--- src/rtl/ifetch_redirect.sv ---
// Fetch front end: PC register, redirect handling, <=2 outstanding SRAM-like requests, 2-entry {pc,inst} buffer to decode.
// Response -> fs_valid next cycle; requests are credit-limited so the output buffer never overflows when decode stalls.

// Small synchronous FIFO with flush; DEPTH must be a power of two, and the caller never pushes when full or pops when empty.
module ifetch_fifo #(
   parameter int W     = 32,
   parameter int DEPTH = 2
) (
   input  logic                   clk,
   input  logic                   reset,
   input  logic                   flush,
   input  logic                   push_vld,
   input  logic [W-1:0]           push_dat,
   input  logic                   pop_rdy,
   output logic [W-1:0]           head_dat,
   output logic [$clog2(DEPTH):0] count
);
   localparam int AW = $clog2(DEPTH);

   logic [W-1:0]  mem [DEPTH];
   logic [AW-1:0] wr_ptr;
   logic [AW-1:0] rd_ptr;

   always_ff @(posedge clk or posedge reset) begin
      if (reset) begin
         wr_ptr <= '0;
         rd_ptr <= '0;
         count  <= '0;
         for (int i = 0; i < DEPTH; i++) mem[i] <= '0;
      end else if (flush) begin
         wr_ptr <= '0;
         rd_ptr <= '0;
         count  <= '0;
      end else begin
         if (push_vld) begin
            mem[wr_ptr] <= push_dat;
            wr_ptr      <= wr_ptr + AW'(1);
         end
         if (pop_rdy) rd_ptr <= rd_ptr + AW'(1);
         count <= count + (AW+1)'(push_vld) - (AW+1)'(pop_rdy);
      end
   end

   assign head_dat = mem[rd_ptr];
endmodule

module ifetch_redirect #(
   parameter logic [31:0] RESET_PC = 32'h1c000000
) (
   input  logic        clk,
   input  logic        reset,
   input  logic        br_valid,
   input  logic [31:0] br_target,
   output logic        inst_req,
   output logic [31:0] inst_addr,
   input  logic        inst_addr_ok,
   input  logic        inst_data_ok,
   input  logic [31:0] inst_rdata,
   input  logic        de_allowin,
   output logic        fs_valid,
   output logic [31:0] fs_pc,
   output logic [31:0] fs_inst
);
   typedef struct packed {
      logic [31:0] pc;
      logic [31:0] inst;
   } fetch_t;

   logic [31:0] pc;
   logic [31:0] br_pc;
   logic [31:0] rsp_pc;
   logic [1:0]  pend;
   logic [1:0]  disc;
   logic [1:0]  ocnt;
   logic [2:0]  occ;
   logic        acc;
   logic        pop;
   logic        obuf_push;
   fetch_t      obuf_in;
   fetch_t      obuf_head;

   assign br_pc = br_target & 32'hffff_fffc;

   // Credit: every outstanding request may still land in obuf, so count them as occupied.
   assign occ       = 3'(pend) + 3'(ocnt) - 3'(pop);
   assign inst_req  = !reset && !br_valid && (occ < 3'd2);
   assign inst_addr = pc;
   assign acc       = inst_req && inst_addr_ok;

   assign fs_valid  = (ocnt != 2'd0) && !br_valid;
   assign pop       = fs_valid && de_allowin;
   assign obuf_push = inst_data_ok && (disc == 2'd0) && !br_valid;
   assign obuf_in   = '{pc: rsp_pc, inst: inst_rdata};
   assign fs_pc     = obuf_head.pc;
   assign fs_inst   = obuf_head.inst;

   always_ff @(posedge clk or posedge reset) begin
      if (reset) begin
         pc <= RESET_PC;
      end else if (br_valid) begin
         pc <= br_pc;
      end else if (acc) begin
         pc <= pc + 32'd4;
      end
   end

   // Responses are in order, so the oldest 'disc' of the outstanding ones belong to the squashed path.
   always_ff @(posedge clk or posedge reset) begin
      if (reset) begin
         disc <= 2'd0;
      end else if (br_valid) begin
         disc <= pend - 2'(inst_data_ok);
      end else if (inst_data_ok && (disc != 2'd0)) begin
         disc <= disc - 2'd1;
      end
   end

   // The pending-PC queue occupancy is the outstanding request count.
   ifetch_fifo #(.W(32), .DEPTH(2)) u_pcq (
      .clk      (clk),
      .reset    (reset),
      .flush    (1'b0),
      .push_vld (acc),
      .push_dat (pc),
      .pop_rdy  (inst_data_ok),
      .head_dat (rsp_pc),
      .count    (pend)
   );

   ifetch_fifo #(.W($bits(fetch_t)), .DEPTH(2)) u_obuf (
      .clk      (clk),
      .reset    (reset),
      .flush    (br_valid),
      .push_vld (obuf_push),
      .push_dat (obuf_in),
      .pop_rdy  (pop),
      .head_dat (obuf_head),
      .count    (ocnt)
   );
endmodule

--- config.mk ---
export PLATFORM = sky130hd
export DESIGN_NAME = ifetch_redirect
export DESIGN_NICKNAME = d
export VERILOG_FILES = /design/src/rtl/ifetch_redirect.sv
export SDC_FILE = /design/constraint.sdc
export NUM_CORES = 1
export LEC_CHECK = 0
export CORE_MARGIN = 2
export CORE_UTILIZATION = 40
export CTS_CLUSTER_DIAMETER = 120
export DETAILED_ROUTE_END_ITERATION = 10
export DONT_BUFFER_PORTS = 1
export PLACE_DENSITY = 0.62
export SLEW_MARGIN = 30
export SYNTH_ARGS = -nofsm -noshare
export SYNTH_HDL_FRONTEND = slang
export SYNTH_SLANG_ARGS = --single-unit
--- constraint.sdc ---
create_clock -name clk -period 24.7 [get_ports clk]
set_clock_uncertainty 0.15 [all_clocks]
set_input_delay 6.175 -clock clk [delete_from_list [all_inputs] [get_ports clk]]
set_output_delay 6.175 -clock clk [all_outputs]
set_load 0.02 [all_outputs]
==> results of run 1 <==
-- per-layer routing --
layer / track usage, % / part of all wire (%)
met3: 4.57 / 7.1
met5: 0 / 0.13
met1: 22.3 / 45
met2: 27.7 / 46
met4: 4.42 / 1.9
-- worst max path at each step --
stage | startpoint | endpoint | depth (start not counted)
after floorplan | br_valid | inst_req | 10
after global placement | br_valid | inst_req | 9
after detailed placement | br_valid | inst_req | 9
after CTS | br_valid | inst_req | 9
after global routing | br_valid | inst_req | 9
final | br_valid | inst_req | 9
-- sequential cells by signal (all words and copies together), names as in the netlist --
name           count
u_pcq.wr_ptr       1
u_obuf.wr_ptr      1
u_pcq.mem         60
u_pcq.rd_ptr       1
inst_addr         30
u_pcq.count        2
u_obuf.count       2
disc               2
u_obuf.rd_ptr      1
u_obuf.mem       124
-- worst max-delay path, delay by kind of cell --
| family | cells | cell delay (ns) |
|---|---|---|
| simple gates | 3 | 0.78 |
| xor+xnor | 1 | 0.15 |
| fa+ha+maj | 2 | 0.61 |
| buf+inv | 2 | 0.16 |
| compound gates | 1 | 0.40 |
-- synthesized netlist by cell type, drive strengths merged, types with 3 or more instances --
| cell type | number | area, sq um |
|---|---|---|
| clkbuf | 33 | 124 |
| nand2b | 6 | 37.5 |
| o211ai | 7 | 52.6 |
| nor3 | 6 | 30.0 |
| a22oi | 5 | 37.5 |
| nor2b | 7 | 43.8 |
| nor2 | 48 | 180 |
| mux2i | 35 | 350 |
| nand4 | 7 | 43.8 |
| ha | 7 | 87.6 |
| buf | 25 | 149 |
| dfrtp | 221 | 5530 |
| inv | 16 | 60.1 |
| or3 | 4 | 30.0 |
| o311ai | 8 | 77.6 |
| a221o | 5 | 50.1 |
| nand2 | 74 | 280 |
| nand3 | 23 | 115 |
| dfstp | 3 | 78.8 |
| o21ai | 52 | 264 |
| and4 | 6 | 52.6 |
| xor2 | 3 | 26.3 |
| a21oi | 37 | 185 |
| mux2 | 181 | 2040 |
| xnor2 | 6 | 52.6 |
| nand3b | 5 | 37.5 |
-- layout by cell type, fill, tap and decap left out, types with 3 or more instances in the layout --
cell type / instances
dfrtp_1: 219
a22oi_1: 5
nor3_1: 5
inv_1: 14
nor2_1: 46
mux2i_1: 35
mux2_2: 181
o311ai_0: 5
nand3b_1: 5
nand4_1: 7
xor2_1: 3
a21oi_1: 37
nand3_1: 23
conb_1: 4
xnor2_1: 6
o211ai_1: 7
ha_1: 7
and4_1: 6
clkinv_2: 5
a221o_1: 5
clkbuf_16: 25
nand2b_1: 6
nor2b_1: 7
clkbuf_8: 6
or3_1: 3
dfstp_2: 3
clkbuf_1: 3
o21ai_0: 51
nand2_1: 72
-- area by class of cell --
type | count | area, sq um | share of cell area, %
multi-input combinational | 553 | 4260 | 37.9
inverter | 16 | 67.6 | 0.600
clock buffer | 34 | 719 | 6.39
sequential | 224 | 5620 | 49.9
tap | 330 | 413 | 3.67
timing repair buffer | 5 | 77.6 | 0.689
clock inverter | 9 | 101 | 0.900
antenna | 1 | 2.50 | 0.0222
-- per-stage QoR --
| step | cell area (sq um) | utilization (%) | hold slack, ns | instances | worst slack (ns) |
|---|---|---|---|---|---|
| floorplan | 10200 | - | 0.294 | 851 | 10.06 |
| global placement | 10400 | 41.4 | 0.306 | 1126 | 10.12 |
| detailed placement | 10400 | 41.6 | 0.315 | 1127 | 10.11 |
| CTS | 11200 | 44.9 | 0.330 | 1170 | 10.10 |
| global route | 11300 | 45.0 | 0.345 | 1171 | 9.89 |
| finish | 11300 | 45.0 | 0.325 | 1172 | 10.11 |
-- cells by family (layout without fill, tap and decap cells) --
kind of cell | Yosys count | in the layout | share of synthesized area [%]
other | 1 | 5 | 0.0369
and+or+nand+nor | 193 | 193 | 8.89
adders and majority gates | 8 | 8 | 1.06
xor gates and xnor gates | 9 | 9 | 0.776
DFF | 224 | 224 | 55.2
muxes | 216 | 216 | 23.5
AOI/OAI and AO/OA | 123 | 123 | 7.26
buffers and inverters | 74 | 64 | 3.27
-- power groups by stage --
stage,clock network [mW],registers [mW],logic (mW)
after global placement,0,0.617,0.384
after detailed placement,0,0.625,0.392
final,0.369,0.612,0.390
after floorplan,0,0.573,0.360
after global routing,0.397,0.634,0.428
after CTS,0.380,0.618,0.394
==> results.yml, run 1 <==
sta:
  setup_viol: 0
  relSlewSlack_pct: 37.9
  fin_crit_sh_pct: 59.1
  slew_viol_final: 0
  worst_slew_pin_slew_ns: 0.929
  rsz0062_at_grt: "no"
  fmax_mhz: 68.5
  fin_crit_ns: 14.59
  hold_viol: 0
  tns_ns: 0
hold_path:
  hold_class: "flop to flop"
  whs_endpoint: "u_obuf.mem[47]$_DFFE_PP0P_"
  hold_depth: 2
  holdCritStartpoint: "u_obuf.mem[47]$_DFFE_PP0P_"
drt:
  routed-via-count: 6236
  drt_iter0_markers: 319
  drtAntennaViolNets: 0
  drt-pass1-iter-count: 6
  finalWirelength_mm: 22.4
  detail_route.drc_violations: 0
  via_per_inst: 5.32
  post_drt_wl_per_cell_um: 19.1
clock_tree:
  clkTransAtPathRegs_ns: 0.06
  tritoncts: "yes"
  htreeDepth: 1
  cts_root_buf: "clkbuf_16"
  numClockSinks: 224
  cts-hold-fix-buffers: 0
  cts_made_buffers: 24
  clock_latency_ns: 0.51
  clockBufferDepth: 3
  post_cts_resized: 0
  postCtsSetupBuffers: 0
grt:
  grt_pass1_vias: 6356
  track_usage_pct: 17.0
  antenna_found_initial: 2
  grt_pass1_wl_mm: 35.5
  grt_max_degree: 100
  overflow: 0
worst_setup_path:
  crit_fanout: 58
  slowest_delay_ns: 0.53
  worstRegToRegCells: 13
  critPathKind: "primary input to primary output"
  cp_slowest_cell: "nor3_1"
  required_ns: 18.38
  r2r_slack_ns: 20.03
  r2r-start: "u_obuf.count[1]$_DFF_PP0_"
  startpoint_type: "primary input"
  crit_arrival_ns: 8.27
  path_cells: "a21oi_1, nand2_1, inv_1, ha_1, inv_1, nand2_1, fa_1, xnor2_1, nor3_1"
  cp-end-kind: "primary output"
  rr_endpoint: "u_pcq.mem[3]$_DFFE_PP0P_"
floorplanning:
  die_height_um: 163
  initial_core_util_pct: 40.6
  core_sq_um: 25000
  row_count: 58
  die_area_sq_um: 26700
  die_w_um: 163
  io_pins: 168
power:
  ir_worst_vdd_v: 0.0000543
  power_frac_seq_pct: 44.6
  power_frac_comb_pct: 28.4
  fin_total_pwr_mw: 1.37
  p_leak_nw: 5.00
  power_switching_mw: 0.460
  p_int_mw: 0.912
  pwr-share-clk_pct: 26.9
  p_sw_share_pct: 33.5
  pwr_density_cell_nw_per_um2: 122
place:
  routabilityCongestion: 0.772
  port_buffers: 0
  dp_hpwl_mm: 14.2
synth:
  ys_seq_area_share_pct: 55.2
  ys_ff_latch: 224
  synth_area_sq_um: 10200
  netlist_instances: 848
  synth_edf_count: 0
  ys_dominant_reg_cell: "dfrtp_1"
  ys_warn_count: 0
  synth_cell_types: 51
  postSynth.asyncResetShare_pct: 100
  syn_area_per_cell_sq_um: 12.0
flow_run:
  cap_viol_max_count: 0
cells_and_area:
  nFillCells: 2307
  nets: 902
  area_growth_pct: 10.8
  drive_gt1_share_pct: 29.0
status:
  status: "finished clean"
No activity file was read; power rests on OpenSTA's default activity.
==> run 2: changes to the inputs <==
- PLACE_DENSITY: 0.62 -> 0.64
- clock period: 24.7 -> 13.2 ns (I/O delays scaled with it)
==> run 2 against run 1 <==
Via count rose by 0.11%; sequential power rose by 88%; die area did not move; critical endpoint unchanged; largest cell class unchanged; largest power group unchanged.
==> results.yml, run 2 (same netlist as run 1, synthesis figures left out) <==
place:
  dp_cells: 1127
  preCtsSetupSlack_ns: 4.38
  port_buffers: 0
  routabilityCongestion: 0.743
  dp_hpwl_mm: 14.2
clock_tree:
  cts_root_buf: "clkbuf_16"
  numClockSinks: 224
  clock_latency_ns: 0.52
  postCtsSetupBuffers: 0
  clkTransAtPathRegs_ns: 0.06
  clockBufferDepth: 3
  cts-hold-fix-buffers: 0
  tritoncts: "yes"
  htreeDepth: 1
  cts_made_buffers: 26
  post_cts_resized: 0
grt:
  track_usage_pct: 16.7
  grt_max_degree: 147
  grt_pass1_vias: 6273
  antenna_found_initial: 0
  overflow: 0
  grt_pass1_wl_mm: 35.3
cells_and_area:
  insertedDiodeCount: 0
  final_core_util_pct: 45.3
  final_cell_mix: "219 x dfrtp_1, 181 x mux2_2, 72 x nand2_1"
  area_growth_pct: 11.6
  layout_commonest_cell: "dfrtp_1"
  layout.cells.non_filler: 1176
  top_register: "u_obuf.mem"
  drive_gt1_share_pct: 29.4
  nets: 904
  largest_register_ffs: 124
sta:
  fmax_mhz: 113
  setup_viol: 0
  worst_slew_pin_slew_ns: 0.858
  slew_viol_final: 0
  setup_ws_ns: 4.37
  rsz0062_at_grt: "no"
  tns_ns: 0
  fin_crit_sh_pct: 66.9
  relSlewSlack_pct: 42.6
  fin_crit_ns: 8.83
  hold_viol: 0
drt:
  met1_length_mm: 10.2
  post_drt_wl_per_cell_um: 19.1
  drtAntennaViolNets: 0
  highest_layer: "met4"
  drt_iter0_markers: 319
  routed-via-count: 6243
  via_per_inst: 5.31
  routed-wl-met2_mm: 10.5
  dr_wl_met3_mm: 1.36
  finalWirelength_mm: 22.4
  detail_route.drc_violations: 0
  drt-pass1-iter-count: 4
power:
  pwr-share-clk_pct: 28.3
  p_leak_nw: 5.04
  power_frac_comb_pct: 27.9
  ir_worst_vdd_v: 0.000106
  p_int_mw: 1.75
  p_sw_share_pct: 33.4
  power_frac_seq_pct: 43.8
  power_switching_mw: 0.875
  pwr_density_cell_nw_per_um2: 231
floorplanning:
  row_count: 58
  io_pins: 168
  die_area_sq_um: 26700
  core_sq_um: 25000
  initial_core_util_pct: 40.6
  die_w_um: 163
  die_height_um: 163
worst_setup_path:
  cp.buffers_inverters: 2
  cp_top_family: "simple AND/OR/NAND/NOR gates"
  crit_fanout: 58
  slowest_delay_ns: 0.53
  startpoint_type: "primary input"
  cp_slowest_cell: "nor3_1"
  required_ns: 9.75
  critPathKind: "primary input to primary output"
  path_cells: "a21oi_1, nand2_1, inv_1, ha_1, inv_1, nand2_1, fa_1, xnor2_1, nor3_1"
  crit_arrival_ns: 5.38
  cp-end-kind: "primary output"
status:
  status: "finished clean"
flow_run:
  cap_viol_max_count: 0
hold_path:
  hold_class: "flop to flop"
[run 2: power by group through the flow]
stage / clock network (mW) / registers, mW / logic [mW]
finish: 0.743 / 1.15 / 0.732
global route: 0.797 / 1.19 / 0.801
CTS: 0.764 / 1.16 / 0.739
detailed placement: 0 / 1.17 / 0.735
global placement: 0 / 1.15 / 0.720
floorplan: 0 / 1.07 / 0.673
[run 2: worst paths after layout]
path,cells past startpoint,from,to,slack (ns)
max in group asynchronous,2,reset,u_obuf.mem[44]$_DFFE_PP0P_,9.14
setup reg to reg,13,u_obuf.count[1]$_DFF_PP0_,u_pcq.mem[2]$_DFFE_PP0P_,8.59
hold reg to reg,2,u_obuf.mem[60]$_DFFE_PP0P_,u_obuf.mem[60]$_DFFE_PP0P_,0.32
min in group asynchronous,1,reset,u_obuf.mem[24]$_DFFE_PP0P_,2.60
setup / recovery,9,br_valid,inst_req,4.37
hold / removal,2,u_obuf.mem[60]$_DFFE_PP0P_,u_obuf.mem[60]$_DFFE_PP0P_,0.32
[run 2: final cells by class]
class	instances	area [sq um]
fillers	2280	13700
flip-flops and latches	224	5620
multi-input cells	553	4260
clock buffers	35	756
well taps	330	413
clock inverters	13	149
repair buffers	5	73.8
inverters	16	72.6
[run 2: metal layers]
layer  vias to the layer above  GRT usage [%]
met5                         -              0
li1                       2970              -
met4                         0           3.58
met1                      3093           22.2
met2                       152           27.9
met3                        28           3.89
[run 2: through the flow]
step	cell area, sq um	hold slack, ns	power, mW
2_1_floorplan	10200	0.294	1.75
3_3_place_gp	10400	0.306	1.87
3_5_place_dp	10400	0.315	1.91
4_1_cts	11300	0.328	2.66
5_1_grt	11300	0.341	2.78
6_report	11300	0.324	2.62
[run 2: tightest hold or removal path, stage by stage (launching register included)]
cell	delay, ns
dfrtp_1	0.34
nand2_1	0.04
o21ai_0	0.06
==> run 3: changes to the inputs <==
- clock period: 13.2 -> 7.8 ns (I/O delays scaled with it)
==> run 3 against run 2 <==
Register-to-register slack worse by 5.4 ns; worst hold slack lost 0.0032 ns; global-route usage rose by 0.055 points; non-clock buffer count rose by 1; core utilization shrank 0.075 points; combinational power rose by 69%; critical path depth unchanged; largest power group unchanged; die area did not move; clock-buffer cell count is 1 higher; sequential share of layout area up 0.082 points; final cell count about the same.
==> results.yml, run 3 (same netlist as run 1, synthesis figures left out) <==
drt:
  finalWirelength_mm: 22.7
  drt_iter0_markers: 389
  routed-via-count: 6280
  via_per_inst: 5.34
  drtAntennaViolNets: 0
  post_drt_wl_per_cell_um: 19.3
  detail_route.drc_violations: 0
  drt-pass1-iter-count: 4
worst_setup_path:
  crit_arrival_ns: 4.06
  worstRegToRegCells: 13
  critPathKind: "primary input to primary output"
  required_ns: 5.70
  cp-end-kind: "primary output"
  crit_fanout: 58
  startpoint_type: "primary input"
clock_tree:
  cts-hold-fix-buffers: 0
  post_cts_resized: 0
  postCtsSetupBuffers: 0
  numClockSinks: 224
  htreeDepth: 1
  clockBufferDepth: 3
  clkTransAtPathRegs_ns: 0.06
  cts_root_buf: "clkbuf_16"
  clock_latency_ns: 0.53
  tritoncts: "yes"
  cts_made_buffers: 26
power:
  power_frac_seq_pct: 44.1
  power_frac_comb_pct: 28.2
  p_sw_share_pct: 33.8
  ir_worst_vdd_v: 0.000159
  power_switching_mw: 1.49
  pwr-share-clk_pct: 27.7
  pwr_density_cell_nw_per_um2: 389
  p_int_mw: 2.91
  p_leak_nw: 5.04
cells_and_area:
  layout.cells.non_filler: 1177
  top_register: "u_obuf.mem"
  area_growth_pct: 11.4
  nFillCells: 2306
  layout_commonest_cell: "dfrtp_1"
  ff_latch_area_sq_um: 5620
  largest_register_ffs: 124
  drive_gt1_share_pct: 29.6
  multi_input_area_sq_um: 4250
  final_cell_mix: "219 x dfrtp_1, 181 x mux2_2, 72 x nand2_1"
  nets: 905
  insertedDiodeCount: 0
place:
  dp_hpwl_mm: 14.3
  dp_cells: 1128
  port_buffers: 0
  routabilityCongestion: 0.754
grt:
  track_usage_pct: 16.8
  grt_pass1_vias: 6179
  antenna_found_initial: 3
  grt_pass1_wl_mm: 35.1
  grt_max_degree: 141
  overflow: 0
floorplanning:
  die_area_sq_um: 26700
  core_sq_um: 25000
  row_count: 58
  die_w_um: 163
  io_pins: 168
  die_height_um: 163
  initial_core_util_pct: 40.6
sta:
  tns_ns: 0
  fmax_mhz: 162
  fin_crit_ns: 6.16
  setup_viol: 0
  hold_slack_ns: 0.321
  hold_viol: 0
  worst_slew_pin_slew_ns: 0.908
  rsz0062_at_grt: "no"
  slew_viol_final: 0
  fin_crit_sh_pct: 79.0
  relSlewSlack_pct: 39.3
hold_path:
  hold_depth: 2
  hold_class: "flop to flop"
flow_run:
  cap_viol_max_count: 0
status:
  status: "finished clean"
## run 3: routing by layer
| layer | track usage [%] | vias to the layer above | part of all wire [%] |
|---|---|---|---|
| li1 | - | 2969 | - |
| met1 | 22.7 | 3097 | 46 |
| met2 | 26.9 | 167 | 45 |
| met3 | 3.99 | 41 | 6.7 |
| met4 | 4.67 | 6 | 1.9 |
| met5 | 0 | - | 0.17 |
## run 3: layout make-up
class                      instances  area share, %
clock inverter                    12          0.851
multi-input combinational        553           37.6
inverter                          16          0.563
sequential                       224           49.6
timing repair buffer               6          0.895
clock buffer                      36           6.88
tap                              330           3.65
## run 3: worst max-delay path: stages
cell	delay [ns]
a21oi_1	0.39
nand2_1	0.19
inv_1	0.09
ha_1	0.22
inv_1	0.07
nand2_1	0.07
fa_1	0.39
xnor2_1	0.16
nor3_1	0.54
## run 3: power groups by stage
| stage | registers, mW | logic (mW) | clock network (mW) |
|---|---|---|---|
| floorplan | 1.82 | 1.14 | 0 |
| global placement | 1.95 | 1.22 | 0 |
| detailed placement | 1.98 | 1.24 | 0 |
| CTS | 1.96 | 1.25 | 1.25 |
| global route | 2.00 | 1.36 | 1.31 |
| finish | 1.94 | 1.24 | 1.22 |
## run 3: path summary, 6_finish.rpt
check	to	from	slack, ns
setup / recovery	inst_req	br_valid	1.64
hold / removal	u_obuf.mem[62]$_DFFE_PP0P_	u_obuf.mem[62]$_DFFE_PP0P_	0.32
setup reg to reg	u_pcq.mem[27]$_DFFE_PP0P_	u_obuf.count[1]$_DFF_PP0_	3.18
hold reg to reg	u_obuf.mem[62]$_DFFE_PP0P_	u_obuf.mem[62]$_DFFE_PP0P_	0.32
max in group asynchronous	u_obuf.mem[101]$_DFFE_PP0P_	reset	5.17
min in group asynchronous	u_obuf.count[0]$_DFF_PP0_	reset	1.15
## run 3: through the flow
step                      utilization (%)  cell area [sq um]  setup WS, ns  total power, mW
after global placement               41.5              10400          1.64             3.17
after CTS                            45.1              11300          1.63             4.46
after floorplan                         -              10200          1.61             2.95
after global routing                 45.2              11300          1.46             4.67
final                                45.2              11300          1.64             4.40
after detailed placement             41.6              10400          1.60             3.22
